**src/rtl/tratador_interrupcao_if.sv**
```systemverilog
// Core-side bundle of the interrupt handler: requests and core status in,
// PC redirect and saved context out.
interface tratador_interrupcao_if #(
    parameter int ADDR_WIDTH = 13
);
    logic                  int_halt;
    logic                  int_clk;
    logic [ADDR_WIDTH-1:0] pc;
    logic                  instr_done;
    logic                  reti;
    logic                  int_enable;
    logic                  pc_load;
    logic [ADDR_WIDTH-1:0] pc_target;
    logic [ADDR_WIDTH-1:0] epc;
    logic [1:0]            cause;
    logic                  in_handler;

    modport master (
        output int_halt, int_clk, pc, instr_done, reti, int_enable,
        input  pc_load, pc_target, epc, cause, in_handler
    );

    modport slave (
        input  int_halt, int_clk, pc, instr_done, reti, int_enable,
        output pc_load, pc_target, epc, cause, in_handler
    );
endinterface

```
**src/rtl/tratador_interrupcao.sv**
```systemverilog
// Interrupt handler: latches HALT/timer requests, vectors to the OS handler at
// an instruction boundary and resumes the interrupted process on reti.
module tratador_interrupcao #(
    parameter int                    ADDR_WIDTH   = 13,
    parameter logic [ADDR_WIDTH-1:0] HANDLER_ADDR = ADDR_WIDTH'(1)
) (
    input  logic                     clk,
    input  logic                     reset,
    tratador_interrupcao_if.slave    bus
);
    // state | meaning: IDLE none | WAIT_BOUNDARY await commit | VECTOR jump | SERVICE handler | RETURN resume
    typedef enum logic [2:0] {
        S_IDLE,
        S_WAIT_BOUNDARY,
        S_VECTOR,
        S_SERVICE,
        S_RETURN
    } state_t;

    state_t                state;
    state_t                state_nxt;
    logic                  pend_halt;
    logic                  pend_clk;
    logic [ADDR_WIDTH-1:0] epc_q;
    logic [1:0]            cause_q;
    logic                  take_halt;
    logic                  take_clk;
    logic                  clr_cause;

    always_ff @(posedge clk) begin
        if (reset) begin
            state <= S_IDLE;
        end else begin
            state <= state_nxt;
        end
    end

    always_comb begin
        state_nxt = state;
        take_halt = 1'b0;
        take_clk  = 1'b0;
        clr_cause = 1'b0;
        case (state)
            S_IDLE: begin
                if (bus.int_enable &&
                    (pend_halt || pend_clk || bus.int_halt || bus.int_clk)) begin
                    state_nxt = S_WAIT_BOUNDARY;
                end
            end
            S_WAIT_BOUNDARY: begin
                if (bus.instr_done && bus.int_enable) begin
                    state_nxt = S_VECTOR;
                    if (pend_halt) begin
                        take_halt = 1'b1;
                    end else begin
                        take_clk = 1'b1;
                    end
                end
            end
            S_VECTOR: begin
                state_nxt = S_SERVICE;
            end
            S_SERVICE: begin
                if (bus.reti) begin
                    state_nxt = S_RETURN;
                    clr_cause = 1'b1;
                end
            end
            S_RETURN: begin
                if ((pend_halt || pend_clk) && bus.int_enable) begin
                    state_nxt = S_WAIT_BOUNDARY;
                end else begin
                    state_nxt = S_IDLE;
                end
            end
            default: begin
                state_nxt = S_IDLE;
            end
        endcase
    end

    // A request landing on the consuming edge re-arms its flag.
    always_ff @(posedge clk) begin
        if (reset) begin
            pend_halt <= 1'b0;
            pend_clk  <= 1'b0;
            epc_q     <= '0;
            cause_q   <= 2'b00;
        end else begin
            pend_halt <= (pend_halt & ~take_halt) | bus.int_halt;
            pend_clk  <= (pend_clk & ~take_clk) | bus.int_clk;
            if (take_halt) begin
                epc_q   <= bus.pc;
                cause_q <= 2'b10;
            end else if (take_clk) begin
                epc_q   <= bus.pc + ADDR_WIDTH'(1);
                cause_q <= 2'b01;
            end else if (clr_cause) begin
                cause_q <= 2'b00;
            end
        end
    end

    always_comb begin
        bus.pc_load    = 1'b0;
        bus.pc_target  = '0;
        bus.in_handler = 1'b0;
        bus.epc        = epc_q;
        bus.cause      = cause_q;
        case (state)
            S_VECTOR: begin
                bus.pc_load    = 1'b1;
                bus.pc_target  = HANDLER_ADDR;
                bus.in_handler = 1'b1;
            end
            S_SERVICE: begin
                bus.in_handler = 1'b1;
            end
            S_RETURN: begin
                bus.pc_load   = 1'b1;
                bus.pc_target = epc_q;
            end
            default: begin
                bus.pc_load = 1'b0;
            end
        endcase
    end
endmodule

```
**src/flat_wrapper.sv**
```systemverilog
// flat-port wrapper written by rule: the top's interface ports become plain ports
module tratador_interrupcao_flat 
#(
    parameter int                    ADDR_WIDTH   = 13,
    parameter logic [ADDR_WIDTH-1:0] HANDLER_ADDR = ADDR_WIDTH'(1)
)
  (clk, reset, bus_int_halt, bus_int_clk, bus_pc, bus_instr_done, bus_reti, bus_int_enable, bus_pc_load, bus_pc_target, bus_epc, bus_cause, bus_in_handler);
  tratador_interrupcao_if #(.ADDR_WIDTH(ADDR_WIDTH)) bus_i ();
  input  logic clk;
  input  logic reset;
  input wire logic [$bits(bus_i.int_halt)-1:0] bus_int_halt;
  input wire logic [$bits(bus_i.int_clk)-1:0] bus_int_clk;
  input wire logic [$bits(bus_i.pc)-1:0] bus_pc;
  input wire logic [$bits(bus_i.instr_done)-1:0] bus_instr_done;
  input wire logic [$bits(bus_i.reti)-1:0] bus_reti;
  input wire logic [$bits(bus_i.int_enable)-1:0] bus_int_enable;
  output wire logic [$bits(bus_i.pc_load)-1:0] bus_pc_load;
  output wire logic [$bits(bus_i.pc_target)-1:0] bus_pc_target;
  output wire logic [$bits(bus_i.epc)-1:0] bus_epc;
  output wire logic [$bits(bus_i.cause)-1:0] bus_cause;
  output wire logic [$bits(bus_i.in_handler)-1:0] bus_in_handler;
  assign bus_i.int_halt = bus_int_halt;
  assign bus_i.int_clk = bus_int_clk;
  assign bus_i.pc = bus_pc;
  assign bus_i.instr_done = bus_instr_done;
  assign bus_i.reti = bus_reti;
  assign bus_i.int_enable = bus_int_enable;
  assign bus_pc_load = bus_i.pc_load;
  assign bus_pc_target = bus_i.pc_target;
  assign bus_epc = bus_i.epc;
  assign bus_cause = bus_i.cause;
  assign bus_in_handler = bus_i.in_handler;
  tratador_interrupcao #(.ADDR_WIDTH(ADDR_WIDTH), .HANDLER_ADDR(HANDLER_ADDR)) u_core (.clk(clk), .reset(reset), .bus(bus_i));
endmodule
```
**config.mk**
```make
export PLATFORM = sky130hd
export DESIGN_NAME = tratador_interrupcao_flat
export DESIGN_NICKNAME = d
export VERILOG_FILES = /design/src/rtl/tratador_interrupcao_if.sv /design/src/rtl/tratador_interrupcao.sv /design/src/flat_wrapper.sv
export SDC_FILE = /design/constraint.sdc
export NUM_CORES = 1
export LEC_CHECK = 0
export ABC_AREA = 0
export CELL_PAD_IN_SITES_DETAIL_PLACEMENT = 0
export CELL_PAD_IN_SITES_GLOBAL_PLACEMENT = 2
export CORE_MARGIN = 10
export CORE_UTILIZATION = 24
export CTS_CLUSTER_DIAMETER = 30
export DETAILED_ROUTE_END_ITERATION = 8
export HOLD_SLACK_MARGIN = 0.12
export PLACE_DENSITY = 0.8
export RECOVER_POWER = 25
export SYNTH_ARGS = -nofsm -noshare
export SYNTH_HDL_FRONTEND = slang
export SYNTH_SLANG_ARGS = --single-unit
```
**constraint.sdc**
```tcl
create_clock -name clk -period 1.7 [get_ports clk]
set_input_delay 0.34 -clock clk [delete_from_list [all_inputs] [get_ports clk]]
set_output_delay 0.34 -clock clk [all_outputs]
set_load 0.005 [all_outputs]
```
## Word-level counts from Yosys, hierarchy flattened

Index checks and enable logic that the tools add are counted.

- RAM bits: 0
- Word-level logic and storage cells: 55
- Output and inout port bits: 30
- Bits in latches: 0
- Register bits: 20
- Input bits: 20
- Memories: 0
- ROM bits: 0

- Eq/ne operators: 7
- Add/sub/neg operators: 1
- Bitwise logic cells: 6
- Divide/modulo/power cells: 0
- Reductions and logical operators: 14
- Order comparisons: 0
- Muxes and demuxes: 21
- Shift-type cells: 0
- $mul: 0

Operators with widths:

| operator | number |
|---|---|
| $mux W13 | 2 |
| $pmux W13 S2 | 1 |
| $pmux W3 S5 | 1 |
| $add A13 B1 Y13 const B | 1 |
| $mux W1 | 11 |
| $mux W3 | 3 |
| $eq A3 B2 Y1 const B | 2 |
| $mux W2 | 3 |
| $reduce_or A2 Y1 | 3 |
| $ne A2 B1 Y1 const B | 2 |
| $reduce_bool A2 Y1 | 2 |
| $eq A3 B1 Y1 const B | 1 |
| $eq A3 B3 Y1 const B | 1 |
| $logic_and A1 B1 Y1 | 3 |
| $logic_not A3 Y1 | 1 |
| $logic_or A1 B1 Y1 | 3 |
| $reduce_and A3 Y1 | 1 |
| $reduce_bool A3 Y1 | 1 |
| $and A1 B1 Y1 | 2 |
| $ne A2 B2 Y1 const B | 1 |
| $not A1 Y1 | 2 |
| $or A1 B1 Y1 | 2 |

## Longest topological paths before layout

Gate-level depths: netlist of run 1.

- Depth in word-level cells: 6
- Mapped depth: 7
- Depth with buffers taken out: 5

## Worst setup path before layout of run 1

Ideal clock, no wire load.

- Path kind: reg-to-output
- From: register u_core.state[2]
- To: output bus_pc_target[10]
- Setup slack: 0.211 ns
- Buffers on the path: 2
- Stages on the path, launching flop included: 6
- Data arrival time: 1.149 ns
- Path through: dfxtp_1 buf_2 and2b_1 nor2b_1 clkbuf_1 and2_1

- Word-level cells in the longest chain between the ends: 2

Ends and longest elaborated chain:

| item | RTL line | RTL |
|---|---|---|
| start: declaration | tratador_interrupcao.sv:20 | `state_t state;` |
| start signal: assignment | tratador_interrupcao.sv:34 | `state <= state_nxt;` |
| $eq A3 B3 Y1 / $eq A3 B2 Y1 (equally long branches) | tratador_interrupcao.sv:110 | `case (state)` |
| $pmux W13 S2 * | tratador_interrupcao.sv:110 |  |
| end: declaration | flat_wrapper.sv:18 | `output wire logic [$bits(bus_i.pc_target)-1:0] bus_pc_target;` |

Mark *: on every way between the ends. The rest lies on a longest branch, timed or not.

## Worst setup path after layout of run 1

- From: register u_core.state[1]
- To: output bus_pc_target[3]

The elaborated chain is that of the path after synthesis.

==> flow_results.xml, run 1 <==
<?xml version="1.0" encoding="UTF-8"?>
<metrics>
  <group name="yosys">
    <metric name="ys_seq_area_share" unit="%">31.9</metric>
    <metric name="syn-mean-instance-area" unit="µm²">8.91</metric>
    <metric name="synth_area_leader_cell" unit="">dfxtp_1</metric>
    <metric name="ys_types" unit="">36</metric>
    <metric name="ys_seq_elements" unit="">20</metric>
    <metric name="postSynth.topFlopCell" unit="">dfxtp_1</metric>
    <metric name="number_of_flops_mapped_to_enable_cells_by_yosys" unit="">0</metric>
    <metric name="async_flop_share" unit="%">0</metric>
    <metric name="synth_fp_nets" unit="">162</metric>
    <metric name="synth.area.top_cells" unit="">dfxtp_1, a211oi_2, and2_1</metric>
    <metric name="synthTopCellsByCount" unit="">dfxtp_1, nor2_1, and2_1</metric>
    <metric name="cell_area_after_synthesis" unit="mm²">0.00126</metric>
    <metric name="yosysWarningCount" unit="">0</metric>
    <metric name="netlist.area_leader.share" unit="%">31.9</metric>
    <metric name="synthCells" unit="">141</metric>
  </group>
  <group name="grt">
    <metric name="grt_start_max_net_pins" unit="">21</metric>
    <metric name="grt_pass1_vias" unit="">1376</metric>
    <metric name="grt_first_pass_wirelength" unit="µm">6700</metric>
    <metric name="grt_antenna_before_repair" unit="">0</metric>
    <metric name="remaining_global_route_overflow" unit="">0</metric>
    <metric name="grt.total_usage" unit="%">9.53</metric>
  </group>
  <group name="setup_path">
    <metric name="cp_slowest_cell" unit="">dfxtp_2</metric>
    <metric name="worst-endpoint-arrival" unit="ps">1520</metric>
    <metric name="setup.worst_path.class" unit="">flip-flop to primary output</metric>
    <metric name="crit_path_max_incr_delay" unit="ps">330</metric>
    <metric name="crit_chain" unit="">and2b_1 &gt; nor2b_4 &gt; buf_6 &gt; buf_6 &gt; buf_6 &gt; and2_1 &gt; buf_2</metric>
    <metric name="wp_data_required" unit="ps">1360</metric>
    <metric name="path_delay_family" unit="">simple AND/OR/NAND/NOR gates</metric>
    <metric name="most_common_cell_on_crit_path" unit="">buf_6</metric>
    <metric name="path_buf_inv" unit="">4</metric>
    <metric name="timing.critical_path.to_type" unit="">primary output</metric>
    <metric name="cp-start-kind" unit="">flip-flop</metric>
    <metric name="crit_fanout" unit="">5</metric>
  </group>
  <group name="clocking">
    <metric name="clk_pin_slew_worst_paths" unit="ps">80</metric>
    <metric name="cts_hold_buf" unit="">0</metric>
    <metric name="htree_num_levels" unit="">1</metric>
    <metric name="cts_root_buf" unit="">clkbuf_8</metric>
    <metric name="cts_num_sinks" unit="">20</metric>
    <metric name="clock_insertion_delay_worst_skew" unit="ps">260</metric>
    <metric name="ctsLongestPathBuffers" unit="">2</metric>
    <metric name="cts_tree" unit="">yes</metric>
    <metric name="cts_bufs_inserted" unit="">3</metric>
  </group>
  <group name="power_and_ir_drop">
    <metric name="share_comb_of_total_power" unit="%">22.6</metric>
    <metric name="pwr-share-clk" unit="%">37.7</metric>
    <metric name="power_density_over_cell_area" unit="mW/mm²">576</metric>
    <metric name="p_int" unit="W">0.000965</metric>
    <metric name="sw_frac_of_total" unit="%">24.6</metric>
    <metric name="reported_net_switching_power" unit="W">0.000315</metric>
    <metric name="power_total" unit="W">0.00128</metric>
    <metric name="power_leakage" unit="nW">0.862</metric>
    <metric name="pwr-share-seq" unit="%">39.7</metric>
    <metric name="max-vdd-ir-drop" unit="µV">277</metric>
  </group>
  <group name="timing">
    <metric name="timing.fmax" unit="MHz">538</metric>
    <metric name="setup_viol" unit="">10</metric>
    <metric name="fin_setup_tns" unit="ps">-705</metric>
    <metric name="post-route-period-util" unit="%">109</metric>
    <metric name="rsz0062_at_grt" unit="">yes</metric>
    <metric name="max_slew.worst_pin.slew" unit="ps">429</metric>
    <metric name="relSlewSlack" unit="%">71.2</metric>
    <metric name="hold_viol_final" unit="">0</metric>
    <metric name="finalClockSkew" unit="ps">6.85</metric>
    <metric name="worst_hold_slack" unit="ps">480</metric>
    <metric name="drv_slew" unit="">0</metric>
    <metric name="fin_crit" unit="ps">1860</metric>
    <metric name="postLayoutSetupSlackWorst" unit="ps">-158</metric>
  </group>
  <group name="finish">
    <metric name="instances_no_fill" unit="">291</metric>
    <metric name="filler_cell_count" unit="">512</metric>
    <metric name="drive_above_1_share" unit="%">39.8</metric>
    <metric name="area_growth" unit="%">76.9</metric>
    <metric name="design.final.nets" unit="">243</metric>
    <metric name="diodes" unit="">0</metric>
  </group>
  <group name="routing">
    <metric name="detail_route.wirelength" unit="µm">4240</metric>
    <metric name="ant_nets" unit="">0</metric>
    <metric name="drt_pre_antenna_iters" unit="">3</metric>
    <metric name="remaining_drc_errors" unit="">0</metric>
    <metric name="dr_total_vias" unit="">1331</metric>
    <metric name="vias_per_cell" unit="">4.57</metric>
    <metric name="detail_route.iter0.violations" unit="">41</metric>
    <metric name="detail_route.wl_per_cell" unit="µm">14.6</metric>
  </group>
  <group name="place">
    <metric name="placement.io_buffers" unit="">49</metric>
    <metric name="detailedPlace.worstSlack" unit="ps">-330</metric>
    <metric name="gp_congestion" unit="">0.795</metric>
    <metric name="post-dp-hpwl" unit="µm">3050</metric>
    <metric name="numPlacedInstances" unit="">277</metric>
  </group>
  <group name="floorplan">
    <metric name="die_h" unit="µm">92.3</metric>
    <metric name="ios" unit="">50</metric>
    <metric name="rows" unit="">26</metric>
    <metric name="die_area" unit="mm²">0.00853</metric>
    <metric name="chipWidth" unit="µm">92.3</metric>
    <metric name="design.core.area" unit="mm²">0.00511</metric>
    <metric name="initial_core_utilization" unit="%">24.6</metric>
  </group>
  <group name="outcome">
    <metric name="outcome" unit="">complete, but fails checks</metric>
    <metric name="failed_checks" unit="">negative setup slack</metric>
  </group>
  <group name="run">
    <metric name="drv_cap" unit="">0</metric>
  </group>
  <group name="hold_path">
    <metric name="hold_removal_path_class" unit="">flip-flop to flip-flop</metric>
  </group>
</metrics>
[path summary, 6_finish.rpt]
kind,startpoint,endpoint,slack (ps),depth (start not counted)
hold reg to reg,u_core.bus.cause[1]$_SDFFE_PP0P_,u_core.bus.cause[1]$_SDFFE_PP0P_,480,2
hold / removal,u_core.bus.cause[1]$_SDFFE_PP0P_,u_core.bus.cause[1]$_SDFFE_PP0P_,480,2
setup / recovery,u_core.state[1]$_SDFFE_PP0P_,bus_pc_target[3],-160,7
setup reg to reg,u_core.state[0]$_SDFFE_PP0P_,u_core.bus.epc[11]$_SDFFE_PP0P_,30,7
[per-layer routing]
layer	vias to the layer above	global-route usage [%]	part of all wire (%)
met3	2	2.74	6.1
met5	-	0	0
met4	0	2.19	0.40
li1	663	-	-
met2	29	17.3	53
met1	637	10.7	41
[flip-flops by register name, summed over array words and instances (netlist names)]
signal            cells
u_core.bus.cause      2
u_core.pend_halt      1
u_core.bus.epc       13
u_core.pend_clk       1
u_core.state          3
[final cells by class]
cell class	count	area, µm²	share of cell area [%]
multi-input cells	108	856	38.5
repair buffers	86	793	35.7
flip-flops and latches	20	403	18.1
well taps	70	87.6	3.94
clock buffers	3	41.3	1.86
clock inverters	1	30.0	1.35
inverters	3	11.3	0.507
[worst min-delay path, delay by kind of cell (launching register included)]
family | cells | cell delay [ps]
DFF | 1 | 320
and+or+nand+nor | 1 | 60
AOI/OAI and AO/OA | 1 | 60
[power by group through the flow]
| stage | Sequential [W] | Combinational, W | Clock, W |
|---|---|---|---|
| floorplan | 0.000518 | 0.000119 | 0 |
| global placement | 0.000514 | 0.000275 | 0 |
| detailed placement | 0.000515 | 0.000278 | 0 |
| CTS | 0.000507 | 0.000285 | 0.000498 |
| global route | 0.000511 | 0.000314 | 0.000519 |
| finish | 0.000508 | 0.000289 | 0.000483 |
[stage by stage]
stage / cell area [µm²] / util, %
after floorplan: 1260 / -
after global placement: 1990 / 39.0
after detailed placement: 1990 / 39.0
after CTS: 2140 / 41.9
after global routing: 2220 / 43.5
final: 2220 / 43.5
[cell families after synthesis]
| group | count (synthesis) | synth area share, % |
|---|---|---|
| adders and majority gates | 1 | 0.996 |
| AOI/OAI and AO/OA | 31 | 24.2 |
| and+or+nand+nor | 66 | 29.5 |
| muxes | 1 | 0.797 |
| DFF | 20 | 31.9 |
| xor gates and xnor gates | 9 | 6.28 |
| buffers and inverters | 13 | 6.37 |
[repair_timing]
action / in CTS / in global routing
pin swaps: 10 / 6
setup endpoints to repair: 19 / 23
buffers inserted: 8 / 3
gates cloned: 1 / 0
gates resized for setup: 76 / 17
[cell usage in the layout, fill, tap and decap left out, types with 2 or more instances in the layout]
cell / netlist / layout
a2111oi_4: 2 / 2
a211oi_1: 5 / 2
a211oi_2: 8 / 11
a21oi_1: 9 / 8
and2_1: 12 / 7
and2_4: 0 / 5
and2b_1: 2 / 2
and4_1: 3 / 3
buf_12: 0 / 3
buf_2: 1 / 9
buf_4: 0 / 28
buf_6: 4 / 11
clkbuf_8: 0 / 3
clkdlybuf4s50_1: 0 / 32
dfxtp_1: 20 / 18
dfxtp_2: 0 / 2
dlymetal6s2s_1: 0 / 2
inv_1: 3 / 3
nand2_1: 7 / 7
nand3_1: 6 / 5
nor2_1: 20 / 20
nor2b_4: 1 / 3
nor4_2: 1 / 2
o21ai_0: 2 / 2
xnor2_1: 8 / 8
(Power assumes the default switching activity.)
==> run 2, diff against run 1 <==
- SLEW_MARGIN: default -> 40
==> results of run 2 <==
Final layout, timing and power as in run 1 (identical DEF).
